$ cat src/rtl/fifo_arb_pkg.sv
// fifo_arb_pkg
// Shared definitions for the FIFO write arbiter: default parameter values
// and the arbiter state encoding. The burst-lock state machine only exists
// when FIFO_ARB_BURST_EN is defined, but the encoding lives here so the debug
// state port has the same type in both builds.
package fifo_arb_pkg;

    localparam int DEF_N_REQ     = 4;
    localparam int DEF_WIDTH     = 4;
    localparam int DEF_MAX_BURST = 4;

    typedef enum logic [0:0] {
        IDLE   = 1'b0,
        LOCKED = 1'b1
    } arb_state_e;

endpackage

$ cat src/rtl/rr_priority_encoder.sv
// rr_priority_encoder
// Round-robin find-first-set: rotates the request vector so that index ptr
// becomes bit 0, finds the lowest set bit, and rotates the result back.
// Purely combinational.
//
// Ports:
//   req         - request vector, bit i for requester i
//   ptr         - highest-priority index for this search
//   grant       - one-hot grant (all zero when no request)
//   grant_id    - index of the granted requester (0 when no request)
//   grant_valid - high when any request was found
module rr_priority_encoder #(
    parameter int N_REQ = 4,
    parameter int PTR_W = $clog2(N_REQ)
) (
    input  logic [N_REQ-1:0] req,
    input  logic [PTR_W-1:0] ptr,
    output logic [N_REQ-1:0] grant,
    output logic [PTR_W-1:0] grant_id,
    output logic             grant_valid
);

    logic [N_REQ-1:0] rotated;
    logic             found;
    int               first;
    int               winner;

    always_comb begin
        rotated = '0;
        found   = 1'b0;
        first   = 0;
        winner  = 0;

        // Rotate: rotated[k] is requester (ptr + k) mod N_REQ.
        for (int k = 0; k < N_REQ; k++) begin
            int idx;
            idx = k + int'(ptr);
            if (idx >= N_REQ) idx = idx - N_REQ;
            rotated[k] = req[idx];
        end

        for (int k = 0; k < N_REQ; k++) begin
            if (!found && rotated[k]) begin
                found = 1'b1;
                first = k;
            end
        end

        // Un-rotate back to an absolute requester index.
        if (found) begin
            winner = first + int'(ptr);
            if (winner >= N_REQ) winner = winner - N_REQ;
        end

        grant = '0;
        for (int i = 0; i < N_REQ; i++) begin
            grant[i] = found && (i == winner);
        end
        grant_id    = PTR_W'(winner);
        grant_valid = found;
    end

endmodule

$ cat src/rtl/fifo_write_arbiter.sv
// fifo_write_arbiter
// Arbitrates N_REQ write requesters onto one shared FIFO write port using a
// registered round-robin pointer. The grant is combinational (zero latency):
// a word is accepted in any cycle where req[i] and grant[i] are both high.
// Nothing is granted while fifo_full is high or reset is asserted.
//
// Optional feature (macro FIFO_ARB_BURST_EN): burst lock. After a beat from
// requester i in IDLE the arbiter locks onto i for up to MAX_BURST beats;
// dropping req[i] releases the lock and re-arbitrates in the same cycle.
// Without the macro every beat re-arbitrates and MAX_BURST is unused.
//
// Ports:
//   clk, reset    - clock, asynchronous active-high reset
//   req           - per-requester write request
//   data_in       - requester i's word in [i*WIDTH +: WIDTH]
//   fifo_full     - shared FIFO full flag
//   grant         - one-hot grant
//   grant_id      - granted requester index (0 when no grant)
//   write_request - FIFO write strobe (OR of grant)
//   fifo_data     - granted word (0 when no grant)
//   dbg_ptr       - current round-robin pointer (debug)
//   dbg_state     - current arbiter state (debug; always IDLE without burst)
module fifo_write_arbiter
    import fifo_arb_pkg::*;
#(
    parameter int N_REQ     = DEF_N_REQ,
    parameter int WIDTH     = DEF_WIDTH,
    parameter int MAX_BURST = DEF_MAX_BURST
) (
    input  logic                     clk,
    input  logic                     reset,
    input  logic [N_REQ-1:0]         req,
    input  logic [N_REQ*WIDTH-1:0]   data_in,
    input  logic                     fifo_full,
    output logic [N_REQ-1:0]         grant,
    output logic [$clog2(N_REQ)-1:0] grant_id,
    output logic                     write_request,
    output logic [WIDTH-1:0]         fifo_data,
    output logic [$clog2(N_REQ)-1:0] dbg_ptr,
    output arb_state_e               dbg_state
);

    localparam int PTR_W = $clog2(N_REQ);

    if (N_REQ < 2 || MAX_BURST < 1) begin : g_bad_params
        $error("fifo_write_arbiter: N_REQ must be >= 2 and MAX_BURST >= 1");
    end

    function automatic logic [PTR_W-1:0] inc_wrap(input logic [PTR_W-1:0] v);
        if (v == PTR_W'(N_REQ - 1)) return '0;
        return v + PTR_W'(1);
    endfunction

    logic [PTR_W-1:0] ptr_q, ptr_d;
    logic [PTR_W-1:0] search_ptr;
    logic [N_REQ-1:0] arb_req;
    logic             grant_valid;

    rr_priority_encoder #(
        .N_REQ (N_REQ),
        .PTR_W (PTR_W)
    ) u_enc (
        .req         (arb_req),
        .ptr         (search_ptr),
        .grant       (grant),
        .grant_id    (grant_id),
        .grant_valid (grant_valid)
    );

    assign write_request = grant_valid;
    assign fifo_data     = grant_valid ? data_in[int'(grant_id)*WIDTH +: WIDTH] : '0;
    assign dbg_ptr       = ptr_q;

`ifdef FIFO_ARB_BURST_EN
    localparam int CNT_W = $clog2(MAX_BURST + 1);

    arb_state_e       state_q, state_d;
    logic [PTR_W-1:0] owner_q, owner_d;
    logic [CNT_W-1:0] count_q, count_d;
    logic [N_REQ-1:0] owner_mask;
    logic             holding;
    logic             released;

    assign dbg_state = state_q;

    always_comb begin
        owner_mask = '0;
        for (int i = 0; i < N_REQ; i++) begin
            owner_mask[i] = (PTR_W'(i) == owner_q);
        end

        // holding: lock continues this cycle; released: owner dropped req,
        // so the search restarts right after the owner in this same cycle.
        holding  = (state_q == LOCKED) && req[owner_q];
        released = (state_q == LOCKED) && !req[owner_q];

        search_ptr = released ? inc_wrap(owner_q) : ptr_q;
        arb_req    = holding ? (req & owner_mask) : req;
        if (reset || fifo_full) arb_req = '0;
    end

    always_comb begin
        state_d = state_q;
        owner_d = owner_q;
        count_d = count_q;
        ptr_d   = ptr_q;

        // While full, everything holds (including a pending release).
        if (!fifo_full) begin
            if (holding) begin
                // The owner is the only eligible requester, so it is granted.
                if (count_q == CNT_W'(MAX_BURST - 1)) begin
                    state_d = IDLE;
                    count_d = '0;
                    ptr_d   = inc_wrap(owner_q);
                end else begin
                    count_d = count_q + CNT_W'(1);
                end
            end else begin
                if (released) begin
                    state_d = IDLE;
                    count_d = '0;
                    ptr_d   = search_ptr;
                end
                if (grant_valid) begin
                    ptr_d = inc_wrap(grant_id);
                    // A one-beat burst limit never locks.
                    if (MAX_BURST > 1) begin
                        state_d = LOCKED;
                        owner_d = grant_id;
                        count_d = CNT_W'(1);
                    end
                end
            end
        end
    end

    always_ff @(posedge clk or posedge reset) begin
        if (reset) begin
            ptr_q   <= '0;
            state_q <= IDLE;
            owner_q <= '0;
            count_q <= '0;
        end else begin
            ptr_q   <= ptr_d;
            state_q <= state_d;
            owner_q <= owner_d;
            count_q <= count_d;
        end
    end
`else
    assign dbg_state = IDLE;

    always_comb begin
        search_ptr = ptr_q;
        arb_req    = (reset || fifo_full) ? '0 : req;
        ptr_d      = grant_valid ? inc_wrap(grant_id) : ptr_q;
    end

    always_ff @(posedge clk or posedge reset) begin
        if (reset) begin
            ptr_q <= '0;
        end else begin
            ptr_q <= ptr_d;
        end
    end
`endif

endmodule
$ cat config.mk
export PLATFORM = sky130hd
export DESIGN_NAME = fifo_write_arbiter
export DESIGN_NICKNAME = d
export VERILOG_FILES = /design/src/rtl/fifo_arb_pkg.sv /design/src/rtl/rr_priority_encoder.sv /design/src/rtl/fifo_write_arbiter.sv
export SDC_FILE = /design/constraint.sdc
export NUM_CORES = 1
export LEC_CHECK = 0
export CAP_MARGIN = 20
export CORE_UTILIZATION = 34
export DETAILED_ROUTE_END_ITERATION = 7
export GPL_TIMING_DRIVEN = 0
export PLACE_DENSITY = 0.78
export SLEW_MARGIN = 20
export SYNTH_ARGS = -nofsm -noshare
export SYNTH_HDL_FRONTEND = slang
export SYNTH_HIERARCHICAL = 1
export SYNTH_SLANG_ARGS = --single-unit
$ cat constraint.sdc
create_clock -name clk -period 7 [get_ports clk]
set_clock_uncertainty 0.2 [all_clocks]
set_input_delay 2.1 -clock clk [delete_from_list [all_inputs] [get_ports clk]]
set_output_delay 2.1 -clock clk [all_outputs]
set_load 0.005 [all_outputs]
==> impl_results.md <==
- Result of the run: complete, no violations
- Peak supply drop: 188 uV
- Max reg flops: 2
- Leading area contributor after synthesis: sky130_fd_sc_hd__mux2i_1
- Input/output buffers: 35
- Sum of overflow across all layers after global routing: 0
- CP max stage delay: 0.46 ns
- Required time of the worst setup path: 4.70 ns
- Synthesized cell area: 531 um2
- Area share of the largest cell type after synthesis: 15.1%
- Most common cell in the synthesized netlist: sky130_fd_sc_hd__mux2i_1
- Synth cell types: 30
- Clock-pin transition on the worst setup and hold timing paths: 0.03 ns
- Count of antenna diodes in the layout: 0
- Clock latency at the later pin of the worst-skew pair: 0.23 ns
- DR pass1 iterations: 4
- Clock root buffer: sky130_fd_sc_hd__clkbuf_4
- Number of fill cells in the layout: 114
- Area growth from synthesis to layout: 92.5%
- PwrDens: 272 nW/um2
- Number of warning messages in the yosys log: 6
- Sequential cell area: 50.0 um2
- R2R Setup Slk: 3.99 ns
- Antenna violation net count after detailed routing: 0
- Initial drt markers: 6
- Total design power: 0.000278 W
- Startpoint class of the critical path: input port
- Fin crit share: 98.6%
- CP max-delay cell: sky130_fd_sc_hd__clkdlybuf4s50_1
- Achievable Freq: 145 MHz
- Worst Setup End Kind: output pin
- Final std cell area, no fill: 1020 um2
- Hold violation count in the final report: 0
- Arrival time of data at the critical path endpoint: 4.60 ns
- Via count of the routed design: 656
- Final period demand of the worst path: 6.90 ns
- Mean instance size in the synthesized netlist: 8.04 um2
- DR WL/cell: 13.0 um
- Cell chain of the critical path: clkdlybuf4s50_1 -> and2_4 -> nor2_4 -> a211oi_1 -> o31ai_4 -> fa_2 -> ha_1 -> nor3b_4 -> and3_1 -> dlygate4sd2_1
- Worst-case clock buffer depth: 2
- Most common library cells after synthesis: 8 x sky130_fd_sc_hd__mux2i_1, 6 x sky130_fd_sc_hd__nand2_1, 6 x sky130_fd_sc_hd__nor2_1, 5 x sky130_fd_sc_hd__o22ai_1
- Fin. max-slew vios: 0
- Endpoints failing setup: 0
- Cells after Synth: 66
- Worst setup path class: input port to output pin
- DIE AREA: 1720 um2
- Number of enable-type register cells in the synthesized netlist: 0
- Dpl cell area: 900 um2
- Initial antenna violation count: 0
- Via count of the first global-routing pass: 656
- Standard-cell rows: 13
- Nets: 140
- Post-Syn Nets: 93
- RePlAce Congestion: 0.856
- DRC Markers: 0
- TritonCTS clock tree: done
- Area of the core: 1380 um2
- Register bit count reported by yosys: 2
- Aggregate global-route resource usage: 19.5%
- CP max FO: 6
- Largest cells by area after synthesis: sky130_fd_sc_hd__mux2i_1 15%, sky130_fd_sc_hd__dfrtp_1 9.4%, sky130_fd_sc_hd__ha_1 7.1%, sky130_fd_sc_hd__o22ai_1 5.9%, sky130_fd_sc_hd__and2_1 4.7%
- I/O pins: 37
- Unrepaired setup endpoints after global routing: true
- Dpl hpwl: 1100 um
- Ys flop type: sky130_fd_sc_hd__dfrtp_1
- Post-detailed-route via-to-cell ratio: 5.21
- Number of H-tree levels: 1
- Sinks on the clock net: 2
- Global-route wire length before repair: 2680 um
- Setup TNS after final layout: 0 ns
- Leak Pwr: 0.473 nW
- Die height: 41.5 um
- Floorplan die width: 41.5 um
- Hold WC Path Type: register to register
- Area of combinational cells with multiple inputs: 507 um2
- Share of flip-flops with an asynchronous set or reset after synthesis: 100%
- Sequential element share of the synthesized area: 9.43%
- Maximum Capacitance Violations: 0
- Worst hold slack: 0.452 ns
- Starting density of the core: 38.4%
- Routed WL: 1640 um
- Fraction of layout cells with a size suffix above 1: 41.4%
- Number of CTS-inserted buffers: 3
- Largest net degree at the start of global routing: 10
cells by family after synthesis:
kind of cell	after synthesis	synth area share [%]
AO/OA/AOI/OAI	14	18.2
adder cells (fa/ha/maj)	4	10.8
buffers and inverters	9	10.6
flip-flops	2	9.43
multiplexers	9	17.2
other	1	0.707
AND/OR/NAND/NOR	27	33.0
cells in the final DEF, fill, tap and decap left out, types with 2 or more instances in the layout:
master / Yosys / layout
sky130_fd_sc_hd__clkbuf_4: 0 / 3
sky130_fd_sc_hd__buf_2: 0 / 4
sky130_fd_sc_hd__clkdlybuf4s50_1: 0 / 22
sky130_fd_sc_hd__and2b_2: 2 / 2
sky130_fd_sc_hd__mux2i_1: 8 / 6
sky130_fd_sc_hd__nand3b_1: 2 / 2
sky130_fd_sc_hd__a21oi_1: 2 / 2
sky130_fd_sc_hd__clkbuf_2: 0 / 4
sky130_fd_sc_hd__nor2_4: 0 / 2
sky130_fd_sc_hd__inv_1: 4 / 4
sky130_fd_sc_hd__nor2_1: 6 / 3
sky130_fd_sc_hd__nand2_1: 6 / 5
sky130_fd_sc_hd__mux2i_2: 0 / 2
sky130_fd_sc_hd__o22ai_1: 5 / 5
sky130_fd_sc_hd__dfrtp_1: 2 / 2
sky130_fd_sc_hd__ha_1: 3 / 2
sky130_fd_sc_hd__dlymetal6s2s_1: 0 / 2
sky130_fd_sc_hd__nor3b_2: 2 / 2
sky130_fd_sc_hd__and2_4: 0 / 4
sky130_fd_sc_hd__buf_4: 2 / 10
sky130_fd_sc_hd__dlygate4sd2_1: 0 / 3
power by group:
part           leakage [nW]  internal [W]  switching, W
registers            0.0241     0.0000166     0.0000106
logic                 0.435      0.000127     0.0000977
clock network        0.0138     0.0000190    0.00000736
total                 0.473      0.000162      0.000116
worst max-delay path, delay by kind of cell:
kind | cells | cell delay (ns)
AND/OR/NAND/NOR | 4 | 0.66
adder cells (fa/ha/maj) | 2 | 0.68
buffers and inverters | 2 | 0.69
AO/OA/AOI/OAI | 2 | 0.48
area by class of cell:
type                       instances  area share [%]
tap                               15            1.84
clock buffer                       3            2.21
timing repair buffer              43            36.4
buffer                             3            2.94
multi-input combinational         55            49.6
sequential                         2            4.90
inverter                           5            2.08
per-stage QoR:
stage	util, %	std cells	worst slack [ns]
after floorplan	-	66	0.347
after global placement	65.1	116	-0.770
after detailed placement	65.1	116	-0.791
after CTS	68.8	123	0.0314
after global routing	73.8	126	-0.0158
final	73.8	126	0.101
routing by layer:
metal  global-route usage [%]  wire length, um  up-vias
met1                     24.3              697      296
met5                        0                0        -
met2                     32.2              835       30
li1                         -                -      328
met3                     4.78               90        2
met4                     7.10               15        0
path summary, 6_finish.rpt:
path / startpoint / endpoint / depth (start not counted)
min: dbg_ptr[1]$_DFFE_PP0P_ / dbg_ptr[1]$_DFFE_PP0P_ / 1
max reg2reg: dbg_ptr[1]$_DFFE_PP0P_ / dbg_ptr[1]$_DFFE_PP0P_ / 10
min reg2reg: dbg_ptr[1]$_DFFE_PP0P_ / dbg_ptr[1]$_DFFE_PP0P_ / 1
max: req[1] / grant[3] / 10
max in group asynchronous: reset / dbg_ptr[1]$_DFFE_PP0P_ / 2
min in group asynchronous: reset / dbg_ptr[0]$_DFFE_PP0P_ / 2
timing repair:
| action | CTS | global route |
|---|---|---|
| setup buffers | 5 | 3 |
| gates resized for setup | 35 | 25 |
| hold buffers | 0 | 0 |
| setup endpoints to repair | 9 | 8 |
| endpoints found under the hold margin | 0 | 0 |
| pin swaps | 12 | 7 |
No activity file was read; power rests on OpenSTA's default activity.
